[src/rtl/bus_arbiter_2to1_pkg.sv]
// Shared encodings and the round-robin pick for the 2:1 packet arbiter.
// Used by bus_arbiter_2to1 and bus_arb_out_reg.
package bus_arbiter_2to1_pkg;

  localparam logic [1:0] ST_IDLE  = 2'd0;
  localparam logic [1:0] ST_BUSY0 = 2'd1;
  localparam logic [1:0] ST_BUSY1 = 2'd2;

  localparam logic GRANT_REQ0 = 1'b0;
  localparam logic GRANT_REQ1 = 1'b1;

  // On contention the requester that did not win last time is chosen.
  function automatic logic rr_pick(input logic v0, input logic v1, input logic last_grant);
    logic pick;
    if (v0 && v1) begin
      pick = ~last_grant;
    end else if (v1) begin
      pick = GRANT_REQ1;
    end else begin
      pick = GRANT_REQ0;
    end
    return pick;
  endfunction

endpackage

[src/rtl/bus_arb_out_reg.sv]
// One-entry valid/ready output slice holding {last, data}.
// A load always wins over a drain, so a simultaneous drain+load keeps the slice full.
module bus_arb_out_reg
  import bus_arbiter_2to1_pkg::*;
#(
  parameter int unsigned WIDTH = 32
) (
  input  logic             clk,
  input  logic             rst,
  input  logic             i_load,
  input  logic [WIDTH-1:0] i_data,
  input  logic             i_last,
  input  logic             i_ready,
  output logic             o_valid,
  output logic [WIDTH-1:0] o_data,
  output logic             o_last
);

  logic             r_valid;
  logic [WIDTH:0]   r_payload;

  // The caller only asserts i_load when the slot is free or draining, so the
  // payload is never overwritten while it is stalled.
  always_ff @(posedge clk or posedge rst) begin
    if (rst) begin
      r_valid   <= 1'b0;
      r_payload <= '0;
    end else if (i_load) begin
      r_valid   <= 1'b1;
      r_payload <= {i_last, i_data};
    end else if (i_ready) begin
      r_valid   <= 1'b0;
    end
  end

  assign o_valid = r_valid;
  assign o_data  = r_payload[WIDTH-1:0];
  assign o_last  = r_payload[WIDTH];

endmodule

[src/rtl/bus_arbiter_2to1.sv]
// Round-robin 2:1 packet arbiter with grant locked until the last beat is accepted.
// Optional per-requester packet grant counters: define ARB_GRANT_CNT_EN.
module bus_arbiter_2to1
  import bus_arbiter_2to1_pkg::*;
#(
  parameter int unsigned WIDTH = 32,
  parameter int unsigned CNT_W = 16
) (
  input  logic             clk,
  input  logic             rst,
  input  logic             req0_valid,
  input  logic [WIDTH-1:0] req0_data,
  input  logic             req0_last,
  output logic             req0_ready,
  input  logic             req1_valid,
  input  logic [WIDTH-1:0] req1_data,
  input  logic             req1_last,
  output logic             req1_ready,
  output logic             out_valid,
  output logic [WIDTH-1:0] out_data,
  output logic             out_last,
  input  logic             out_ready,
  output logic             sel,
  output logic             busy
`ifdef ARB_GRANT_CNT_EN
  ,
  output logic [CNT_W-1:0] grant0_cnt,
  output logic [CNT_W-1:0] grant1_cnt
`endif
);

  logic [1:0]       r_state;
  logic [1:0]       w_state_d;
  logic             r_sel;
  logic             r_busy;
  logic             r_last_grant;

  logic             w_slot_free;
  logic             w_acc0;
  logic             w_acc1;
  logic             w_load;
  logic [WIDTH-1:0] w_load_data;
  logic             w_load_last;
  logic             w_start;
  logic             w_pick;

  // Ready depends only on state and out_ready, never on req*_valid.
  assign w_slot_free = ~out_valid | out_ready;
  assign req0_ready  = (r_state == ST_BUSY0) & w_slot_free;
  assign req1_ready  = (r_state == ST_BUSY1) & w_slot_free;

  assign w_acc0 = req0_valid & req0_ready;
  assign w_acc1 = req1_valid & req1_ready;
  assign w_load = w_acc0 | w_acc1;

  assign w_load_data = (r_state == ST_BUSY1) ? req1_data : req0_data;
  assign w_load_last = (r_state == ST_BUSY1) ? req1_last : req0_last;

  assign w_start = (r_state == ST_IDLE) & (req0_valid | req1_valid);
  assign w_pick  = rr_pick(req0_valid, req1_valid, r_last_grant);

  always_comb begin
    w_state_d = r_state;
    case (r_state)
      ST_IDLE: begin
        if (w_start) begin
          w_state_d = (w_pick == GRANT_REQ1) ? ST_BUSY1 : ST_BUSY0;
        end
      end
      ST_BUSY0: begin
        if (w_acc0 && req0_last) begin
          w_state_d = ST_IDLE;
        end
      end
      ST_BUSY1: begin
        if (w_acc1 && req1_last) begin
          w_state_d = ST_IDLE;
        end
      end
      default: w_state_d = ST_IDLE;
    endcase
  end

  // last_grant resets to REQ1 so that REQ0 wins the first contended arbitration.
  always_ff @(posedge clk or posedge rst) begin
    if (rst) begin
      r_state      <= ST_IDLE;
      r_sel        <= GRANT_REQ0;
      r_busy       <= 1'b0;
      r_last_grant <= GRANT_REQ1;
    end else begin
      r_state <= w_state_d;
      if (w_start) begin
        r_sel        <= w_pick;
        r_busy       <= 1'b1;
        r_last_grant <= w_pick;
      end else if (w_load && w_load_last) begin
        r_busy <= 1'b0;
      end
    end
  end

  assign sel  = r_sel;
  assign busy = r_busy;

`ifdef ARB_GRANT_CNT_EN
  logic [CNT_W-1:0] r_grant0_cnt;
  logic [CNT_W-1:0] r_grant1_cnt;

  always_ff @(posedge clk or posedge rst) begin
    if (rst) begin
      r_grant0_cnt <= '0;
      r_grant1_cnt <= '0;
    end else if (w_start) begin
      if (w_pick == GRANT_REQ1) begin
        r_grant1_cnt <= r_grant1_cnt + 1'b1;
      end else begin
        r_grant0_cnt <= r_grant0_cnt + 1'b1;
      end
    end
  end

  assign grant0_cnt = r_grant0_cnt;
  assign grant1_cnt = r_grant1_cnt;
`else
  logic [CNT_W-1:0] w_unused_cnt;
  assign w_unused_cnt = '0;
`endif

  bus_arb_out_reg #(
    .WIDTH (WIDTH)
  ) u_out_reg (
    .clk     (clk),
    .rst     (rst),
    .i_load  (w_load),
    .i_data  (w_load_data),
    .i_last  (w_load_last),
    .i_ready (out_ready),
    .o_valid (out_valid),
    .o_data  (out_data),
    .o_last  (out_last)
  );

endmodule
[config.mk]
export PLATFORM = sky130hd
export DESIGN_NAME = bus_arbiter_2to1
export DESIGN_NICKNAME = d
export VERILOG_FILES = /design/src/rtl/bus_arbiter_2to1_pkg.sv /design/src/rtl/bus_arb_out_reg.sv /design/src/rtl/bus_arbiter_2to1.sv
export SDC_FILE = /design/constraint.sdc
export NUM_CORES = 1
export LEC_CHECK = 0
export BUFFER_PORTS_ARGS = -buffer_cell sky130_fd_sc_hd__buf_4
export CORE_MARGIN = 3
export CORE_UTILIZATION = 30
export DETAILED_ROUTE_END_ITERATION = 10
export PLACE_DENSITY = 0.57
export SYNTH_ARGS = -nofsm -noshare
export SYNTH_HDL_FRONTEND = slang
export SYNTH_SLANG_ARGS = --single-unit
[constraint.sdc]
create_clock -name clk -period 2.7 [get_ports clk]
set_input_delay 0.135 -clock clk [delete_from_list [all_inputs] [get_ports clk]]
set_output_delay 0.135 -clock clk [all_outputs]
set_load 0.02 [all_outputs]
# == After elaboration in Yosys (flattened, before gate mapping) ==
# Index checks and enable logic that the tools add are counted.
# totals
ff_bits,39
inputBits,71
output_inout_bits,38
# classes
n_eq_ne,5
mux,13
bitwise,10
reduce_logical,8
# op_table
cell,count
$mux 32,1
$mux 2,4
$mux 1,7
$pmux 2 s3,1
$and 1x1->1,5
$logic_and 1x1->1,4
$ne 2x1->1 const B,2
$reduce_bool 2->1,2
$or 1x1->1,3
$reduce_and 3->1,1
$eq 2x1->1 const B,1
$eq 2x2->1 const B,1
$logic_not 2->1,1
$ne 2x2->1 const B,1
$not 1->1,2

# == Depth between registers and ports, before layout ==
# Gate-level depths: netlist of run 1.
# logic_depth
word_depth,8
mapped_depth,5
ltp_nobuf,3

# == Modules after synthesis ==
# A second synthesis of run 1 with hierarchy kept.
# hier_totals
hier_cells,141
hier_area_um2,2248.4
# by_module_without_submodules
module,instances,cells_per_inst,area_per_inst_um2,seq_area_each_um2
bus_arb_out_reg,1,74,1417.6,850.8
bus_arbiter_2to1,1,67,830.8,126.4

# == Worst setup path after synthesis of run 1 ==
# No wires, ideal clock.
# synth_timing
path_type,register -> register
startpoint,register r_state[1]
endpoint,register u_out_reg.r_payload[32]
setup_time_ns,0.125
arrival_ns,1.431
required_ns,2.575
path_slack_ns,1.145
stages_incl_launch_ff,5
n_path_buf,1
cell_sequence,dfrtp_1 -> nand3b_1 -> a21oi_4 -> buf_6 -> mux2_2
# synth_between
elab_chain_len,4
word_cells_on_any_way,8
classes_between,2 x eq/ne; 1 x mux; 5 x bitwise
# synth_lines
element,line_no,text
"start, declared",bus_arbiter_2to1.sv:32,logic [1:0] r_state;
"start signal, assigned",bus_arbiter_2to1.sv:92,r_state <= w_state_d;
$eq 2x1->1 / $eq 2x2->1 (equally long branches),"bus_arbiter_2to1.sv:49, bus_arbiter_2to1.sv:50, bus_arbiter_2to1.sv:57",
$and 1x1->1 (on tied branches),"bus_arbiter_2to1.sv:49, bus_arbiter_2to1.sv:50",
$and 1x1->1 (on tied branches),"bus_arbiter_2to1.sv:52, bus_arbiter_2to1.sv:53",
$or 1x1->1,bus_arbiter_2to1.sv:54,assign w_load = w_acc0 | w_acc1;
"end signal, assigned",bus_arb_out_reg.sv:30,"r_payload <= {i_last, i_data};"
"end, declared",bus_arb_out_reg.sv:20,logic [WIDTH:0] r_payload;
# Several ways; a longest one is shown, not always the timed one.
# A chain may end at the register's enable or synchronous reset.

# == Worst setup path in the final report of run 1 ==
# layout_timing
startpoint,register r_state[1]
endpoint,register u_out_reg.r_payload[19]
# layout_between
elab_chain_len,4
word_cells_on_any_way,8
classes_between,2 x eq/ne; 1 x mux; 5 x bitwise
# layout_lines
element,line_no
$eq 2x1->1 / $eq 2x2->1 (equally long branches),"bus_arbiter_2to1.sv:49, bus_arbiter_2to1.sv:50, bus_arbiter_2to1.sv:56"
$and 1x1->1 (on tied branches),"bus_arbiter_2to1.sv:49, bus_arbiter_2to1.sv:50"
$and 1x1->1 (on tied branches),"bus_arbiter_2to1.sv:52, bus_arbiter_2to1.sv:53"
$or 1x1->1,bus_arbiter_2to1.sv:54
# Several ways; a longest one is shown, not always the timed one.

==> impl_metrics.toml, run 1 <==
[pwr]
vdd_drop_max_v = 0.000463
p_leak_nw = 1.58
p_per_area_mw_per_mm2 = 1190

[placement]
portBuffers = 108
post-dp-hpwl_um = 3930
gp_congestion = 0.768

[route]
avgViaCountPerCell = 4.47
drt.antenna.violating_nets = 0
wl_um = 5230
dr.pass1.iters = 4
wire_per_inst_um = 15.0
drc = 0
dr_total_vias = 1557
dr.first_iter.drc_count = 32

[clock_tree]
post_cts_buffers = 0
cts_root_buf = "clkbuf_8"
cts.sinks = 39
clk_pin_slew_ns = 0.08
htree_levels = 2
cts_buffers = 5
clk_latency_ns = 0.29
post_cts_resized = 0
cts.path.max_buffers = 2
cts_tree = "done"

[synthesis]
async_reset_ff_share_pct = 100
ys_warn_count = 0
synthSimpleGateAreaFrac_pct = 4.42
yosysMostFrequentCell = "mux2_4"
synth_top_area_share_pct = 43.6
syn-num-nets = 209
synthesis.area_mm2 = 0.00218
synth_fa_ha_area_share_pct = 0
netlist_instances = 138
synth-compound-area-share_pct = 2.70
seq_area_frac_synth_pct = 44.8
synth_top_flop_cell = "dfrtp_1"
yosys-top-cells-area = "dfrtp_1 (44%), mux2_4 (39%), mux2_2 (5.2%), buf_6 (2.6%), a21oi_1 (1.4%)"
yosys_register_bits = 39
synthTopCellsByCount = "mux2_4 (56), dfrtp_1 (38), mux2_2 (10), a21oi_1 (6), buf_6 (5)"
synth_edf_count = 0
synth_area_per_cell_um2 = 15.8
synth_cell_types = 21
yosysTopAreaCell = "dfrtp_1"
synth_xor_area_share_pct = 0
synth_top_family_by_area = "multiplexers"
synth_mux_area_share_pct = 43.7

[setup_path]
critPathRequiredTime_ns = 2.88
max_stage_delay_ns = 0.45
r2r_start = "r_state[1]"
r2r_cells = 4
start_kind = "register"
crit_path_max_fanout = 28
crit_path_cell_trace = "nand3b_1, a21oi_4, buf_12, mux2_2"
critPathSlowestCell = "dfrtp_1"
cp-end-kind = "register"
setup.worst_path.class = "register to register"
ff2ff_setup_slack_ns = 0.87
regToRegEndpoint = "u_out_reg.r_payload[19]"
worstPathArrival_ns = 2.00

[floorplanning]
num_io_pins = 109
die_x_um = 91.3
row_count = 30
die_h_um = 91.3
die_area_mm2 = 0.00833
initial_core_util_pct = 31.6
core_mm2 = 0.00691

[timing]
period_share_pct = 67.7
worstMarginPinSlew_ns = 0.616
fin_worst_skew_ns = 0.00712
fmax_ghz = 0.547
finalHoldViolCount = 0
final.min_clock_period_ns = 1.83
rsz0062_at_grt = "false"
finalHoldWorstSlack_ns = 0.0445
relSlewSlack_pct = 58.7
slew_viol_final = 0
fin_tns_setup_ns = 0
setup_viol = 0

[layout]
area_growth_pct = 48.1
diodes = 0
fin_nets = 322
drive_above_1_share_pct = 75.8

[global_routing]
grt_usage_pct = 12.9
grt_overflow = 0
grt_max_degree = 30
antenna_found_initial = 0
grt_pass1_vias = 1651
grt_pass1_wl_um = 8410

[status]
outcome = "complete, no violations"

[min_path]
min_from = "req0_valid"
holdPathStages = 2
min_to = "r_last_grant"
hp-class = "primary input to register"

[run]
cap_viol_max_count = 0
[how the worst max path moves through the flow]
stage               startpoint                 endpoint  slack [ns]  depth (start not counted)
floorplan           r_state[1]  u_out_reg.r_payload[32]        1.14                          4
finish              r_state[1]  u_out_reg.r_payload[19]        0.87                          4
global route        r_state[0]  u_out_reg.r_payload[19]        0.79                          4
CTS                 r_state[1]  u_out_reg.r_payload[19]        0.87                          4
detailed placement  r_state[1]  u_out_reg.r_payload[21]        0.87                          4
global placement    r_state[1]  u_out_reg.r_payload[20]        0.90                          4
[layout by cell type (no fill, tap or decap)]
master	synthesis	final
clkinvlp_4	0	1
bufinv_16	0	2
and4b_1	1	1
nor2b_1	3	2
nand2b_1	1	1
nor2b_4	0	1
nor3_1	2	2
nor3b_1	1	1
nand2_1	1	1
a31oi_1	2	2
clkinv_1	0	1
nand3b_1	2	2
dfrtp_1	38	38
dfstp_2	1	1
a21oi_1	6	6
mux2_4	56	56
or2_2	2	2
buf_12	1	2
mux2_2	10	10
clkbuf_8	0	5
nor2_1	2	2
a21oi_4	1	1
buf_4	0	110
nand3_1	1	1
dlygate4sd3_1	0	1
[metrics by stage]
stage          cell area (µm²)  util [%]  power [mW]  setup slack, ns  instances
5_1_grt                   3230      46.8        4.07            0.795        348
2_1_floorplan             2180         -        2.61             1.14        138
3_3_place_gp              3080      44.6        3.29            0.902        339
3_5_place_dp              3080      44.6        3.30            0.869        339
6_report                  3230      46.8        3.85            0.873        348
4_1_cts                   3230      46.8        3.90            0.871        348
[critical path, delay by kind of cell (launching register included)]
family,cells,cell delay [ns]
AO/OA/AOI/OAI,1,0.38
buffers and inverters,1,0.28
flip-flops,1,0.45
multiplexers,1,0.36
AND/OR/NAND/NOR,1,0.23
[metal layers]
metal | GRT usage [%] | wire [µm] | up-vias
li1 | - | - | 721
met1 | 17.8 | 2460 | 752
met2 | 18.6 | 2270 | 74
met3 | 4.47 | 377 | 10
met4 | 5.15 | 111 | 0
met5 | 0 | 0 | -
[state kept, by name, indices dropped and copies added, names as in the netlist]
name,count
r_state,2
u_out_reg.o_valid,1
sel,1
r_last_grant,1
busy,1
u_out_reg.r_payload,33
[final cells by class]
type | instances | area [µm²]
clock buffer | 5 | 68.8
clock inverter | 3 | 67.6
fill | 676 | 3680
inverter | 1 | 3.75
multi-input combinational | 91 | 1120
sequential | 39 | 977
tap | 96 | 120
timing repair buffer | 113 | 876
[logic make-up (layout without fill, tap and decap cells)]
| family | Yosys count | count (layout) |
|---|---|---|
| flip-flops | 39 | 39 |
| AND/OR/NAND/NOR | 16 | 16 |
| buffers and inverters | 8 | 122 |
| AO/OA/AOI/OAI | 9 | 9 |
| multiplexers | 66 | 66 |
[timing repair]
item | CTS | global route
hold buffers | 1 | 0
endpoints found under the hold margin | 15 | 0
setup endpoints to repair | 0 | 0
[where the power goes]
part / internal, mW / switching, mW
registers: 0.894 / 0.190
logic: 1.24 / 0.950
clock network: 0.369 / 0.212
total: 2.50 / 1.35
No activity file was read; power rests on OpenSTA's default activity.
==> run 2: changes to the inputs <==
--- a/config.mk
+++ b/config.mk
@@ -5,11 +5,12 @@
 export SDC_FILE = /design/constraint.sdc
 export NUM_CORES = 1
 export LEC_CHECK = 0
+export ABC_AREA = 1
 export BUFFER_PORTS_ARGS = -buffer_cell sky130_fd_sc_hd__buf_4
 export CORE_MARGIN = 3
 export CORE_UTILIZATION = 30
 export DETAILED_ROUTE_END_ITERATION = 10
-export PLACE_DENSITY = 0.57
+export PLACE_DENSITY = 0.58
 export SYNTH_ARGS = -nofsm -noshare
 export SYNTH_HDL_FRONTEND = slang
 export SYNTH_SLANG_ARGS = --single-unit
==> constraint.sdc (replaced) <==
create_clock -name clk -period 1.9 [get_ports clk]
set_input_delay 0.095 -clock clk [delete_from_list [all_inputs] [get_ports clk]]
set_output_delay 0.095 -clock clk [all_outputs]
set_load 0.02 [all_outputs]
==> impl_metrics.toml, run 2 <==
[pwr]
pwr-share-comb_pct = 54.8
pwr-share-seq_pct = 30.3
p_total_mw = 4.83
p_per_area_mw_per_mm2 = 1570
switching_power_mw = 2.11
vdd_drop_max_v = 0.000588
p_leak_nw = 1.80
p_int_mw = 2.71
p_clk_share_pct = 14.9
switching_share_pct = 43.8

[route]
dr.first_iter.drc_count = 59
drc = 0
wire_per_inst_um = 12.2
avgViaCountPerCell = 4.50
drt.antenna.violating_nets = 0
dr_total_vias = 2164
wl_um = 5890
dr.pass1.iters = 4

[clock_tree]
cts.path.max_buffers = 2
cts_tree = "done"
cts_root_buf = "clkbuf_8"
clk_pin_slew_ns = 0.08
cts_buffers = 5
clk_latency_ns = 0.29
htree_levels = 2
cts.sinks = 39

[global_routing]
grt_pass1_vias = 1900
grt_pass1_wl_um = 8750
grt_usage_pct = 14.2
antenna_found_initial = 0
grt_max_degree = 40
grt_overflow = 0

[synthesis]
synthesis.area_mm2 = 0.00206
async_reset_ff_share_pct = 100
yosys-top-cells-area = "dfrtp_1 (46%), nand2_1 (33%), nand3_1 (8.8%), buf_2 (1.7%), inv_1 (1.6%)"
synth_edf_count = 0
synth_top_flop_cell = "dfrtp_1"
yosysMostFrequentCell = "nand2_1"
yosys_register_bits = 39
synth_cell_types = 17
synth_area_per_cell_um2 = 6.95
syn-num-nets = 367
netlist_instances = 296
ys_warn_count = 0
yosysTopAreaCell = "dfrtp_1"
synth_top_area_share_pct = 46.2
synthTopCellsByCount = "nand2_1 (179), dfrtp_1 (38), nand3_1 (36), inv_1 (9), buf_2 (7)"
seq_area_frac_synth_pct = 47.5

[floorplanning]
row_count = 29
die_h_um = 88.8
die_area_mm2 = 0.00789
num_io_pins = 109
initial_core_util_pct = 31.7
die_x_um = 88.8
core_mm2 = 0.00649

[timing]
final.min_clock_period_ns = 1.48
fin_worst_skew_ns = 0.00915
relSlewSlack_pct = 66.9
setup_viol = 0
rsz0062_at_grt = "false"
setup_ws_ns = 0.416
worstMarginPinSlew_ns = 0.497
period_share_pct = 78.1
fin_tns_setup_ns = 0
fmax_ghz = 0.674
finalHoldViolCount = 0
slew_viol_final = 0

[placement]
place_inst = 472
gp_congestion = 0.790
portBuffers = 108
place_area_mm2 = 0.00294
pre_cts_ws_ns = 0.456
post-dp-hpwl_um = 4130

[min_path]
holdPathStages = 5
hp-class = "primary input to register"

[layout]
fin_nets = 474
fin_area_mm2 = 0.00307
mostFrequentLayoutCell = "nand2_1"
regMostFlops = "u_out_reg.r_payload"
n_fill_cell = 670
largest_reg_flops = 33
area_growth_pct = 49.0
instances_no_fill = 481
final_cell_mix = "nand2_1 (179), buf_4 (114), dfrtp_1 (38), nand3_1 (36), inv_1 (8)"
diodes = 0
reg.largest.list = "u_out_reg.r_payload x33, r_state x2"
drive_above_1_share_pct = 32.4

[setup_path]
cp-end-kind = "primary output"
setup.worst_path.class = "register to primary output"
crit_path_max_fanout = 15
start_kind = "register"
critPathRequiredTime_ns = 1.80
r2r_cells = 6
worstPathArrival_ns = 1.39

[run]
cap_viol_max_count = 0

[status]
outcome = "complete, no violations"
[run 2: power by group through the flow]
stage                     Combinational [mW]  Sequential (mW)  Clock, mW
after floorplan                         1.28             1.86          0
after global placement                  2.67             1.47          0
after detailed placement                2.70             1.47          0
after CTS                               2.70             1.46      0.745
after global routing                    2.93             1.52      0.769
final                                   2.64             1.46      0.721
[run 2: cell families after synthesis]
| logic type | share of synthesized area, % |
|---|---|
| buffers and inverters | 6.44 |
| AND/OR/NAND/NOR | 45.1 |
| AO/OA/AOI/OAI | 0.973 |
| flip-flops | 47.5 |
[run 2: per-layer routing]
layer / GRT usage [%] / vias to the layer above / routed length, µm
met4: 4.12 / 0 / 46
met1: 17.7 / 969 / 2520
met5: 0 / - / 0
met2: 24.5 / 69 / 2860
li1: - / 1122 / -
met3: 3.35 / 4 / 462
[run 2: final cells by class]
class                   instances  area [µm²]  share of cell area [%]
clock inverters                 2        35.0                    1.14
flip-flops and latches         39         977                    31.9
well taps                      77        96.3                    3.14
clock buffers                   6        82.6                    2.69
repair buffers                116         886                    28.9
multi-input cells             230         948                    30.9
inverters                      11        41.3                    1.35
[run 2: worst paths after layout]
check | start | endpoint | slack (ns)
max reg2reg | r_state[1] | r_state[0] | 0.48
min reg2reg | r_last_grant | r_last_grant | 0.47
max | r_state[0] | req1_ready | 0.42
max in group asynchronous | rst | r_last_grant | 1.06
min in group asynchronous | rst | u_out_reg.r_payload[0] | 0.47
min | req1_data[16] | u_out_reg.r_payload[16] | 0.09
[run 2: stage by stage]
| step | utilization [%] | hold slack [ns] |
|---|---|---|
| floorplan | - | 0.252 |
| detailed placement | 45.3 | 0.263 |
| global route | 47.2 | 0.0928 |
| CTS | 47.2 | 0.0768 |
| finish | 47.2 | 0.0868 |
| global placement | 45.3 | 0.254 |
[run 2: critical path, stage by stage (launching register included)]
cell	delay, ns
dfrtp_1	0.45
inv_2	0.11
nand2_1	0.07
buf_4	0.20
nor2_1	0.12
buf_4	0.15
[run 2: what timing repair did]
item                      in CTS  in global routing
hold endpoints to repair      38                  0
hold buffers                   1                  0
buffers inserted               0                  0
resized for setup              0                  0
==> run 3: changes to the inputs <==
==> constraint.sdc (replaced) <==
create_clock -name clk -period 1.5 [get_ports clk]
set_input_delay 0.075 -clock clk [delete_from_list [all_inputs] [get_ports clk]]
set_output_delay 0.075 -clock clk [all_outputs]
set_load 0.02 [all_outputs]
==> impl_metrics.toml, run 3 (synthesis gave the netlist of run 2 again) <==
[clock_tree]
cts_root_buf = "clkbuf_8"
cts.sinks = 39
clk_latency_ns = 0.29
cts_tree = "done"
clk_pin_slew_ns = 0.08
cts.path.max_buffers = 2
post_cts_buffers = 0
htree_levels = 2
cts_buffers = 5

[min_path]
min_from = "req1_data[26]"
holdPathStages = 5
min_to = "u_out_reg.r_payload[26]"
hp-class = "primary input to register"

[layout]
regMostFlops = "u_out_reg.r_payload"
largest_reg_flops = 33
n_fill_cell = 683
mostFrequentLayoutCell = "nand2_1"
fin_nets = 477
area_growth_pct = 50.4
diodes = 0
drive_above_1_share_pct = 33.4
reg.largest.list = "u_out_reg.r_payload x33, r_state x2"
final_cell_mix = "nand2_1 (179), buf_4 (116), nand3_1 (36), dfrtp_1 (36), inv_1 (8)"

[pwr]
pwr-share-comb_pct = 55.1
p_per_area_mw_per_mm2 = 2000
switching_power_mw = 2.70
vdd_drop_max_v = 0.000743
switching_share_pct = 43.7
p_int_mw = 3.48
pwr-share-seq_pct = 30.2
p_total_mw = 6.18
p_leak_nw = 1.82
p_clk_share_pct = 14.8

[floorplanning]
row_count = 29
initial_core_util_pct = 31.7
core_mm2 = 0.00649
num_io_pins = 109
die_x_um = 88.8
die_area_mm2 = 0.00789
die_h_um = 88.8

[route]
avgViaCountPerCell = 4.56
dr.pass1.iters = 4
drc = 0
dr_total_vias = 2206
wire_per_inst_um = 12.5
drt.antenna.violating_nets = 0
dr.first_iter.drc_count = 83
wl_um = 6030

[setup_path]
crit_path_max_fanout = 15
r2r_start = "u_out_reg.o_valid"
setup.worst_path.class = "register to primary output"
critPathRequiredTime_ns = 1.42
worstPathArrival_ns = 1.35
start_kind = "register"
ff2ff_setup_slack_ns = 0.17
cp-end-kind = "primary output"
r2r_cells = 5
regToRegEndpoint = "r_state[0]"

[timing]
rsz0062_at_grt = "false"
fmax_ghz = 0.703
worstMarginPinSlew_ns = 0.500
setup_viol = 0
relSlewSlack_pct = 66.7
fin_worst_skew_ns = 0.00231
setup_ws_ns = 0.0781
final.min_clock_period_ns = 1.42
slew_viol_final = 0
finalHoldViolCount = 0
fin_tns_setup_ns = 0
period_share_pct = 94.8

[global_routing]
antenna_found_initial = 0
grt_pass1_wl_um = 9360
grt_usage_pct = 15.2
grtUsageMet2_pct = 25.8
grt_max_degree = 40
grt_pass1_vias = 2008
met3_usage_pct = 3.63
grt_overflow = 0
grt.busiest_layer = "met2"
grtUsageMet1_pct = 19.2

[status]
outcome = "complete, no violations"

[run]
cap_viol_max_count = 0

[placement]
gp_congestion = 0.817
post-dp-hpwl_um = 4460
portBuffers = 108
pre_cts_ws_ns = 0.141
==> run 3: cell type report <==
| type | instances | area, µm² | share of cell area (%) |
|---|---|---|---|
| tap | 77 | 96.3 | 3.11 |
| clock buffer | 6 | 82.6 | 2.67 |
| timing repair buffer | 119 | 912 | 29.5 |
| clock inverter | 2 | 35.0 | 1.13 |
| multi-input combinational | 230 | 948 | 30.6 |
| inverter | 11 | 41.3 | 1.33 |
| sequential | 39 | 980 | 31.6 |
==> run 3: through the flow <==
| stage | hold slack, ns | cells | util [%] | cell area, µm² |
|---|---|---|---|---|
| final | 0.0644 | 484 | 47.7 | 3100 |
| after global routing | 0.0714 | 484 | 47.7 | 3100 |
| after CTS | 0.0534 | 484 | 47.6 | 3090 |
| after detailed placement | 0.235 | 475 | 45.6 | 2960 |
| after global placement | 0.237 | 475 | 45.6 | 2960 |
| after floorplan | 0.232 | 296 | - | 2060 |
==> run 3: power groups by stage <==
| stage | Combinational [mW] | Sequential, mW | Clock (mW) |
|---|---|---|---|
| 6_report | 3.40 | 1.86 | 0.912 |
| 5_1_grt | 3.81 | 1.93 | 0.982 |
| 4_1_cts | 3.47 | 1.86 | 0.943 |
| 3_5_place_dp | 3.46 | 1.87 | 0 |
| 3_3_place_gp | 3.42 | 1.87 | 0 |
| 2_1_floorplan | 1.62 | 2.36 | 0 |
==> run 3: worst max path at each step <==
| stage | end | from |
|---|---|---|
| finish | req1_ready | r_state[0] |
| global route | req1_ready | r_state[0] |
| CTS | req1_ready | r_state[0] |
| detailed placement | r_state[0] | r_state[0] |
| global placement | r_state[0] | r_state[0] |
| floorplan | u_out_reg.r_payload[0] | u_out_reg.o_valid |
==> run 3: per-layer routing <==
layer | share of wire [%] | wire length [µm]
met2 | 47 | 2860
met4 | 0.93 | 56
met3 | 6.9 | 415
met1 | 45 | 2700
met5 | 0 | 0
==> run 3: timing repair <==
item | in CTS | in global routing
hold endpoints to repair | 38 | 0
setup endpoints to repair | 0 | 1
hold buffers | 1 | 0
resized for setup | 0 | 3
==> run 3: worst max-delay path, stage by stage, from the launching register on <==
cell and delay (ns):
dfrtp_2 0.45, inv_2 0.09, nand2_1 0.09, buf_6 0.17, nor2_1 0.10, buf_4 0.14
